$ cat src/rtl/laser_packet_assembler_if.sv
// Byte-stream bundle between the laser receiver, the packet assembler and the
// host-side drain path. The receive pair (rx_*) and the outgoing valid/ready
// byte stream (out_*) travel together. The slave side is the assembler and
// the master side is whatever feeds and drains it.
interface laser_packet_assembler_if;
  logic       rx_valid;
  logic [7:0] rx_byte1;
  logic [7:0] rx_byte2;
  logic [7:0] out_data;
  logic       out_valid;
  logic       out_ready;

  modport master (
    output rx_valid, rx_byte1, rx_byte2, out_ready,
    input  out_data, out_valid
  );

  modport slave (
    input  rx_valid, rx_byte1, rx_byte2, out_ready,
    output out_data, out_valid
  );
endinterface

$ cat src/rtl/laser_packet_assembler.sv
// Frames dual-channel laser byte pairs into packets. A packet is a sync pair,
// then PAYLOAD_PAIRS payload pairs, then a per-channel XOR checksum pair.
// Verified payloads are buffered and drained one byte per accepted handshake.
// Corrupt packets are dropped, and err_count saturates at 255.
// Optional build macro LASER_PKT_TIMEOUT_EN adds an inter-strobe timeout
// while a packet is being received.
module laser_packet_assembler #(
  parameter int unsigned PAYLOAD_PAIRS  = 32,
  parameter logic [7:0]  SYNC_BYTE      = 8'hA5,
  parameter int unsigned TIMEOUT_CYCLES = 4096
) (
  input  logic                     clock,
  input  logic                     reset,
  laser_packet_assembler_if.slave  bus,
  output logic                     pkt_done,
  output logic                     pkt_error,
  output logic                     busy,
  output logic [7:0]               err_count
);

  localparam int unsigned NBYTES = 2 * PAYLOAD_PAIRS;
  localparam int unsigned IW     = $clog2(NBYTES + 1);
  localparam int unsigned AW     = $clog2(NBYTES);

  // Reject parameter values the framing cannot represent.
  if (PAYLOAD_PAIRS < 1 || PAYLOAD_PAIRS > 128) begin : g_bad_pairs
    $error("laser_packet_assembler: PAYLOAD_PAIRS must be 1..128");
  end
  if (TIMEOUT_CYCLES < 1) begin : g_bad_timeout
    $error("laser_packet_assembler: TIMEOUT_CYCLES must be at least 1");
  end

  typedef enum logic [1:0] {IDLE, PAYLOAD, CHECK, DRAIN} state_t;

  state_t        state_q, state_d;
  logic [IW-1:0] idx_q, idx_d;
  logic [IW-1:0] drain_idx_q, drain_idx_d;
  logic [7:0]    acc1_q, acc1_d;
  logic [7:0]    acc2_q, acc2_d;
  logic [7:0]    err_count_q, err_count_d;
  logic [7:0]    out_data_q, out_data_d;
  logic          out_valid_q, out_valid_d;
  logic          busy_q, busy_d;

  logic [7:0]    buf_mem [NBYTES];
  logic          buf_we;
  logic [AW-1:0] wr_addr0, wr_addr1, rd_addr;

  logic is_sync, last_pair, last_byte, sum_ok, timeout_hit;

  assign is_sync   = (bus.rx_byte1 == SYNC_BYTE) && (bus.rx_byte2 == ~SYNC_BYTE);
  assign last_pair = (idx_q == IW'(PAYLOAD_PAIRS - 1));
  assign last_byte = (drain_idx_q == IW'(NBYTES - 1));
  assign sum_ok    = (bus.rx_byte1 == acc1_q) && (bus.rx_byte2 == acc2_q);
  assign wr_addr0  = AW'({idx_q, 1'b0});
  assign wr_addr1  = wr_addr0 + 1'b1;
  assign rd_addr   = AW'(drain_idx_q + 1'b1);

`ifdef LASER_PKT_TIMEOUT_EN
  localparam int unsigned TW = (TIMEOUT_CYCLES > 1) ? $clog2(TIMEOUT_CYCLES) : 1;
  logic [TW-1:0] tmo_q, tmo_d;

  assign timeout_hit = (state_q inside {PAYLOAD, CHECK}) && !bus.rx_valid &&
                       (tmo_q == TW'(TIMEOUT_CYCLES - 1));

  // Count idle cycles between strobes while a packet is open.
  always_comb begin
    tmo_d = '0;
    if ((state_q inside {PAYLOAD, CHECK}) && !bus.rx_valid && !timeout_hit) begin
      tmo_d = tmo_q + 1'b1;
    end
  end

  // Timeout counter register.
  always_ff @(posedge clock or posedge reset) begin
    if (reset) tmo_q <= '0;
    else       tmo_q <= tmo_d;
  end
`else
  assign timeout_hit = 1'b0;
`endif

  // Next-state logic. pkt_done and pkt_error are decoded in the same cycle as
  // the handshake or strobe that ends the packet, so busy drops one cycle later.
  always_comb begin
    // NOTE: every signal gets a default here, so no path can leave one unassigned and infer a latch.
    state_d     = state_q;
    idx_d       = idx_q;
    drain_idx_d = drain_idx_q;
    acc1_d      = acc1_q;
    acc2_d      = acc2_q;
    err_count_d = err_count_q;
    out_data_d  = out_data_q;
    out_valid_d = out_valid_q;
    buf_we      = 1'b0;
    pkt_done    = 1'b0;
    pkt_error   = 1'b0;

    unique case (state_q)
      IDLE: begin
        if (bus.rx_valid && is_sync) begin
          state_d = PAYLOAD;
          idx_d   = '0;
          acc1_d  = '0;
          acc2_d  = '0;
        end
      end
      PAYLOAD: begin
        if (bus.rx_valid) begin
          buf_we = 1'b1;
          acc1_d = acc1_q ^ bus.rx_byte1;
          acc2_d = acc2_q ^ bus.rx_byte2;
          idx_d  = idx_q + 1'b1;
          if (last_pair) state_d = CHECK;
        end else if (timeout_hit) begin
          pkt_error = 1'b1;
          state_d   = IDLE;
        end
      end
      CHECK: begin
        if (bus.rx_valid && sum_ok) begin
          state_d     = DRAIN;
          drain_idx_d = '0;
          out_data_d  = buf_mem[0];
          out_valid_d = 1'b1;
        end else if (bus.rx_valid || timeout_hit) begin
          pkt_error = 1'b1;
          state_d   = IDLE;
        end
      end
      DRAIN: begin
        if (out_valid_q && bus.out_ready) begin
          if (last_byte) begin
            pkt_done    = 1'b1;
            out_valid_d = 1'b0;
            state_d     = IDLE;
          end else begin
            drain_idx_d = drain_idx_q + 1'b1;
            out_data_d  = buf_mem[rd_addr];
          end
        end
      end
    endcase

    if (pkt_error && err_count_q != 8'hFF) err_count_d = err_count_q + 1'b1;
    busy_d = (state_d != IDLE);
  end

  // Control and output registers.
  always_ff @(posedge clock or posedge reset) begin
    // NOTE: sequential state uses non-blocking assignments so every flop samples pre-edge values.
    if (reset) begin
      state_q     <= IDLE;
      idx_q       <= '0;
      drain_idx_q <= '0;
      acc1_q      <= '0;
      acc2_q      <= '0;
      err_count_q <= '0;
      out_data_q  <= '0;
      out_valid_q <= 1'b0;
      busy_q      <= 1'b0;
    end else begin
      state_q     <= state_d;
      idx_q       <= idx_d;
      drain_idx_q <= drain_idx_d;
      acc1_q      <= acc1_d;
      acc2_q      <= acc2_d;
      err_count_q <= err_count_d;
      out_data_q  <= out_data_d;
      out_valid_q <= out_valid_d;
      busy_q      <= busy_d;
    end
  end

  // Payload buffer: one pair written per accepted payload strobe.
  always_ff @(posedge clock) begin
    // NOTE: the buffer has no reset; its contents are rewritten before being read back.
    if (buf_we) begin
      buf_mem[wr_addr0] <= bus.rx_byte1;
      buf_mem[wr_addr1] <= bus.rx_byte2;
    end
  end

  assign bus.out_data  = out_data_q;
  assign bus.out_valid = out_valid_q;
  assign busy          = busy_q;
  assign err_count     = err_count_q;

endmodule

$ cat src/flat_wrapper.sv
// flat-port wrapper written by rule: the top's interface ports become plain ports
module laser_packet_assembler_flat 
#(
  parameter int unsigned PAYLOAD_PAIRS  = 32,
  parameter logic [7:0]  SYNC_BYTE      = 8'hA5,
  parameter int unsigned TIMEOUT_CYCLES = 4096
)
  (clock, reset, pkt_done, pkt_error, busy, err_count, bus_rx_valid, bus_rx_byte1, bus_rx_byte2, bus_out_ready, bus_out_data, bus_out_valid);
  laser_packet_assembler_if bus_i ();
  input  logic clock;
  input  logic reset;
  output logic pkt_done;
  output logic pkt_error;
  output logic busy;
  output logic [7:0] err_count;
  input wire logic [$bits(bus_i.rx_valid)-1:0] bus_rx_valid;
  input wire logic [$bits(bus_i.rx_byte1)-1:0] bus_rx_byte1;
  input wire logic [$bits(bus_i.rx_byte2)-1:0] bus_rx_byte2;
  input wire logic [$bits(bus_i.out_ready)-1:0] bus_out_ready;
  output wire logic [$bits(bus_i.out_data)-1:0] bus_out_data;
  output wire logic [$bits(bus_i.out_valid)-1:0] bus_out_valid;
  assign bus_i.rx_valid = bus_rx_valid;
  assign bus_i.rx_byte1 = bus_rx_byte1;
  assign bus_i.rx_byte2 = bus_rx_byte2;
  assign bus_i.out_ready = bus_out_ready;
  assign bus_out_data = bus_i.out_data;
  assign bus_out_valid = bus_i.out_valid;
  laser_packet_assembler #(.PAYLOAD_PAIRS(PAYLOAD_PAIRS), .SYNC_BYTE(SYNC_BYTE), .TIMEOUT_CYCLES(TIMEOUT_CYCLES)) u_core (.clock(clock), .reset(reset), .bus(bus_i), .pkt_done(pkt_done), .pkt_error(pkt_error), .busy(busy), .err_count(err_count));
endmodule
$ cat config.mk
export PLATFORM = sky130hd
export DESIGN_NAME = laser_packet_assembler_flat
export DESIGN_NICKNAME = d
export VERILOG_FILES = /design/src/rtl/laser_packet_assembler_if.sv /design/src/rtl/laser_packet_assembler.sv /design/src/flat_wrapper.sv
export SDC_FILE = /design/constraint.sdc
export NUM_CORES = 1
export LEC_CHECK = 0
export CAP_MARGIN = 20
export CELL_PAD_IN_SITES_DETAIL_PLACEMENT = 0
export CELL_PAD_IN_SITES_GLOBAL_PLACEMENT = 1
export CORE_ASPECT_RATIO = 0.6
export CORE_MARGIN = 2
export CORE_UTILIZATION = 60
export DETAILED_ROUTE_END_ITERATION = 10
export DONT_BUFFER_PORTS = 1
export PLACE_DENSITY_LB_ADDON = 0.1
export SETUP_SLACK_MARGIN = 0.15
export SLEW_MARGIN = 15
export SYNTH_ARGS = -nofsm -noshare
export SYNTH_HDL_FRONTEND = slang
export SYNTH_SLANG_ARGS = --single-unit
$ cat constraint.sdc
create_clock -name clock -period 9 [get_ports clock]
set_input_delay 0 -clock clock [delete_from_list [all_inputs] [get_ports clock]]
set_output_delay 0 -clock clock [all_outputs]
set_load 0.01 [all_outputs]
==> impl_metrics.csv <==
group,metric,value,unit
sta,worst_slew_pin_slew,1180,ps
detailed_routing,dr.pass1.iters,5,
final_layout,fin_nets,1274,
yosys,synth_top_area_cell,"edfxtp_1",
detailed_routing,drt_iter0_markers,1446,
pwr,switchingPower,2.56,mW
global_route,grt-ovfl-total,0,
yosys,synth_fp_nets,1209,
final_layout,stdcell_area,25200,µm²
placement,hpwl,30100,µm
die,fp.dieW,253,µm
detailed_routing,routed_wl,57100,µm
clock_tree,holdBufCountCts,35,
final_layout,area_delta_synth_final,12.5,%
sta,postLayoutSetupSlackWorst,4990,ps
clock_tree,post_cts_buffers,0,
global_route,grtUsageTotal,30.4,%
pwr,vdd_ir_drop_max,0.220,mV
yosys,synth.avg_cell_area,18.9,µm²
yosys,synthDistinctLibCells,54,
sta,min_period,4010,ps
sta,max-slew-margin-rel,21.3,%
yosys,synth.area.top_cells,"edfxtp_1 (69%), mux4_2 (13%), dfrtp_1 (5.6%)",
global_route,first_global_vias,11526,
yosys,netlist_instances,1183,
sta,holdWs,95.4,ps
global_route,grt_max_degree,68,
clock_tree,cts_root_buf,"clkbuf_16",
placement,postPlaceCellArea,23100,µm²
sta,timing.fmax,249,MHz
yosys,async_reset_ff_share,8.90,%
pwr,p_clk_share,26.0,%
clock_tree,worstSkewPairLatency,580,ps
setup_path,crit_required,9470,ps
die,die_h,154,µm
global_route,grt_antenna_before_repair,13,
pwr,combinationalPowerShare,33.4,%
hold_path,hold_path_class,"primary input to asynchronous set/reset pin",
sta,finClkSkew,21.0,ps
yosys,synth-edff-count,512,
die,fp.coreArea,36600,µm²
pwr,power_density,308,nW/µm²
clock_tree,cts_tree,"done",
setup_path,crit_path_max_fanout,67,
global_route,grt_pass1_wl,81600,µm
die,io_pins,40,
placement,port_buffers,0,
clock_tree,numCtsBuffers,49,
sta,setup_viol_count_final,0,
detailed_routing,route.detailed.drc,0,
die,row_count,54,
sta,hold_viol,0,
final_layout,layout-drive-gt1-share,21.6,%
clock_tree,clock_sinks,562,
placement,place_congestion,0.783,
pwr,p_int,5.21,mW
yosys,ys_ff_latch,562,
sta,setup_tns,0,ps
yosys,syn_area,22400,µm²
final_layout,fin_util,69.0,%
pwr,swShare,33.0,%
sta,rsz0062_at_grt,"no",
setup_path,end_kind,"register",
sta,fin_crit_sh,44.6,%
clock_tree,clk_pin_slew,70,ps
yosys,ys_seq_area_share,74.2,%
die,dieArea,39000,µm²
yosys,yosysTopAreaCellShare,68.6,%
detailed_routing,viasPerCell,6.55,
yosys,yosys_warnings,0,
detailed_routing,antenna_left,0,
status,outcome,"complete, no violations",
flow_run,drv_cap,0,
clock_tree,htreeDepth,2,
setup_path,cp.arrival,4480,ps
clock_tree,cts_resized,0,
placement,dpl_worst_slack,5010,ps
pwr,p_seq_share,40.6,%
clock_tree,cts_buffer_depth,3,
detailed_routing,via_count,11785,
yosys,ys.flop_type,"edfxtp_1",
setup_path,startpoint_type,"register",
setup_path,crit_type,"register to register",
pwr,power_leakage,8.20,nW
die,initial_core_util,61.3,%
sta,final_max_slew_viol_count,0,
detailed_routing,drt-wirelength-per-cell,31.8,µm
==> critical path, cell delays in order (launching register included) <==
cell,delay [ps]
dfrtp_4,610
ha_4,1020
buf_4,870
mux4_2,420
mux4_2,490
nand4_1,100
nand4_1,100
o22a_1,200
==> path summary, 6_finish.rpt <==
path / to / start / slack, ps / cells past startpoint
max: u_core.bus.out_data[6] / u_core.drain_idx_q[0] / 4990 / 7
min: u_core.err_count[1] / reset / 100 / 3
max reg2reg: u_core.bus.out_data[6] / u_core.drain_idx_q[0] / 4990 / 7
min in group clock: u_core.bus.out_valid / bus_rx_byte2[3] / 120 / 4
min reg2reg: u_core.acc2_q[4] / u_core.acc2_q[4] / 510 / 1
max in group asynchronous: u_core.drain_idx_q[0] / reset / 8320 / 3
==> routing by layer <==
metal	wire length (µm)	up-vias	share of wire, %	track usage, %
met5	138	-	0.24	0
met4	1120	22	2.0	6.82
met3	9380	95	16	16.1
met2	22900	660	40	38.6
met1	23500	6093	41	46.4
li1	-	4915	-	-
==> cells in the final DEF, fill, tap and decap left out, types with 16 or more instances in the layout <==
cell type,netlist,final
edfxtp_1,512,512
mux4_2,132,132
nand2_1,108,108
nor2_1,57,53
clkbuf_16,0,50
dfrtp_1,50,49
o21ai_0,43,42
buf_4,9,36
nand3_1,28,28
mux2i_1,27,27
xor2_1,22,21
clkbuf_1,24,19
dlygate4sd3_1,0,19
buf_12,0,16
==> registers in the layout, indices dropped and copies added, names as in the netlist, 2 cells and up <==
signal	cells
u_core.buf_mem	512
u_core.acc1_q	8
u_core.acc2_q	8
u_core.bus.out_data	8
u_core.err_count	8
u_core.drain_idx_q	7
u_core.idx_q	7
u_core.state_q	2
==> power by group through the flow <==
stage / sequential, mW / clock (mW) / combinational [mW]
final: 3.16 / 2.02 / 2.60
after global routing: 3.17 / 2.14 / 2.78
after CTS: 3.15 / 2.04 / 2.58
after detailed placement: 3.21 / 0 / 2.50
after global placement: 3.20 / 0 / 2.48
after floorplan: 3.11 / 0 / 1.87
==> stage by stage <==
stage / instances / total power, mW
2_1_floorplan: 1183 / 4.98
3_3_place_gp: 1664 / 5.69
3_5_place_dp: 1664 / 5.71
4_1_cts: 1789 / 7.77
5_1_grt: 1797 / 8.09
6_report: 1798 / 7.77
==> synth_stat cells, types with 2 or more instances <==
| cell type | instances |
|---|---|
| nand2_1 | 108 |
| o21ai_0 | 43 |
| nand3b_1 | 4 |
| o22ai_1 | 3 |
| mux2i_1 | 27 |
| buf_2 | 15 |
| a21oi_1 | 5 |
| buf_6 | 4 |
| or3_1 | 2 |
| edfxtp_1 | 512 |
| nor2b_1 | 3 |
| o21ai_1 | 2 |
| and2_1 | 2 |
| ha_1 | 6 |
| o32ai_1 | 6 |
| mux4_2 | 132 |
| mux2_2 | 2 |
| dfrtp_1 | 50 |
| nor4_1 | 8 |
| xnor2_1 | 13 |
| a32oi_1 | 12 |
| nor2_1 | 57 |
| or2_2 | 2 |
| nor3_1 | 6 |
| nand2b_1 | 2 |
| buf_4 | 9 |
| or3b_2 | 2 |
| o31ai_1 | 2 |
| buf_1 | 7 |
| a22oi_1 | 5 |
| and3b_1 | 3 |
| xor2_1 | 22 |
| nand3_1 | 28 |
| a221oi_1 | 2 |
| a31oi_1 | 12 |
| clkbuf_1 | 24 |
| and3_1 | 5 |
| inv_1 | 12 |
| nand4_1 | 9 |
==> layout make-up <==
class	count	area [µm²]
antenna	7	17.5
inverter	12	45.0
fill	2313	11300
tap	504	631
clock inverter	15	105
clock buffer	75	1410
timing repair buffer	73	820
multi-input combinational	550	5560
sequential	562	16600
==> cells by family after synthesis <==
logic type                 share of synthesized area, %
AOI/OAI and AO/OA                                  2.85
xor gates and xnor gates                           1.37
adders and majority gates                         0.335
buffers and inverters                              1.56
DFF                                                74.2
muxes                                              14.6
and+or+nand+nor                                    5.10
Note: power is estimated with default switching activity, not from simulation.
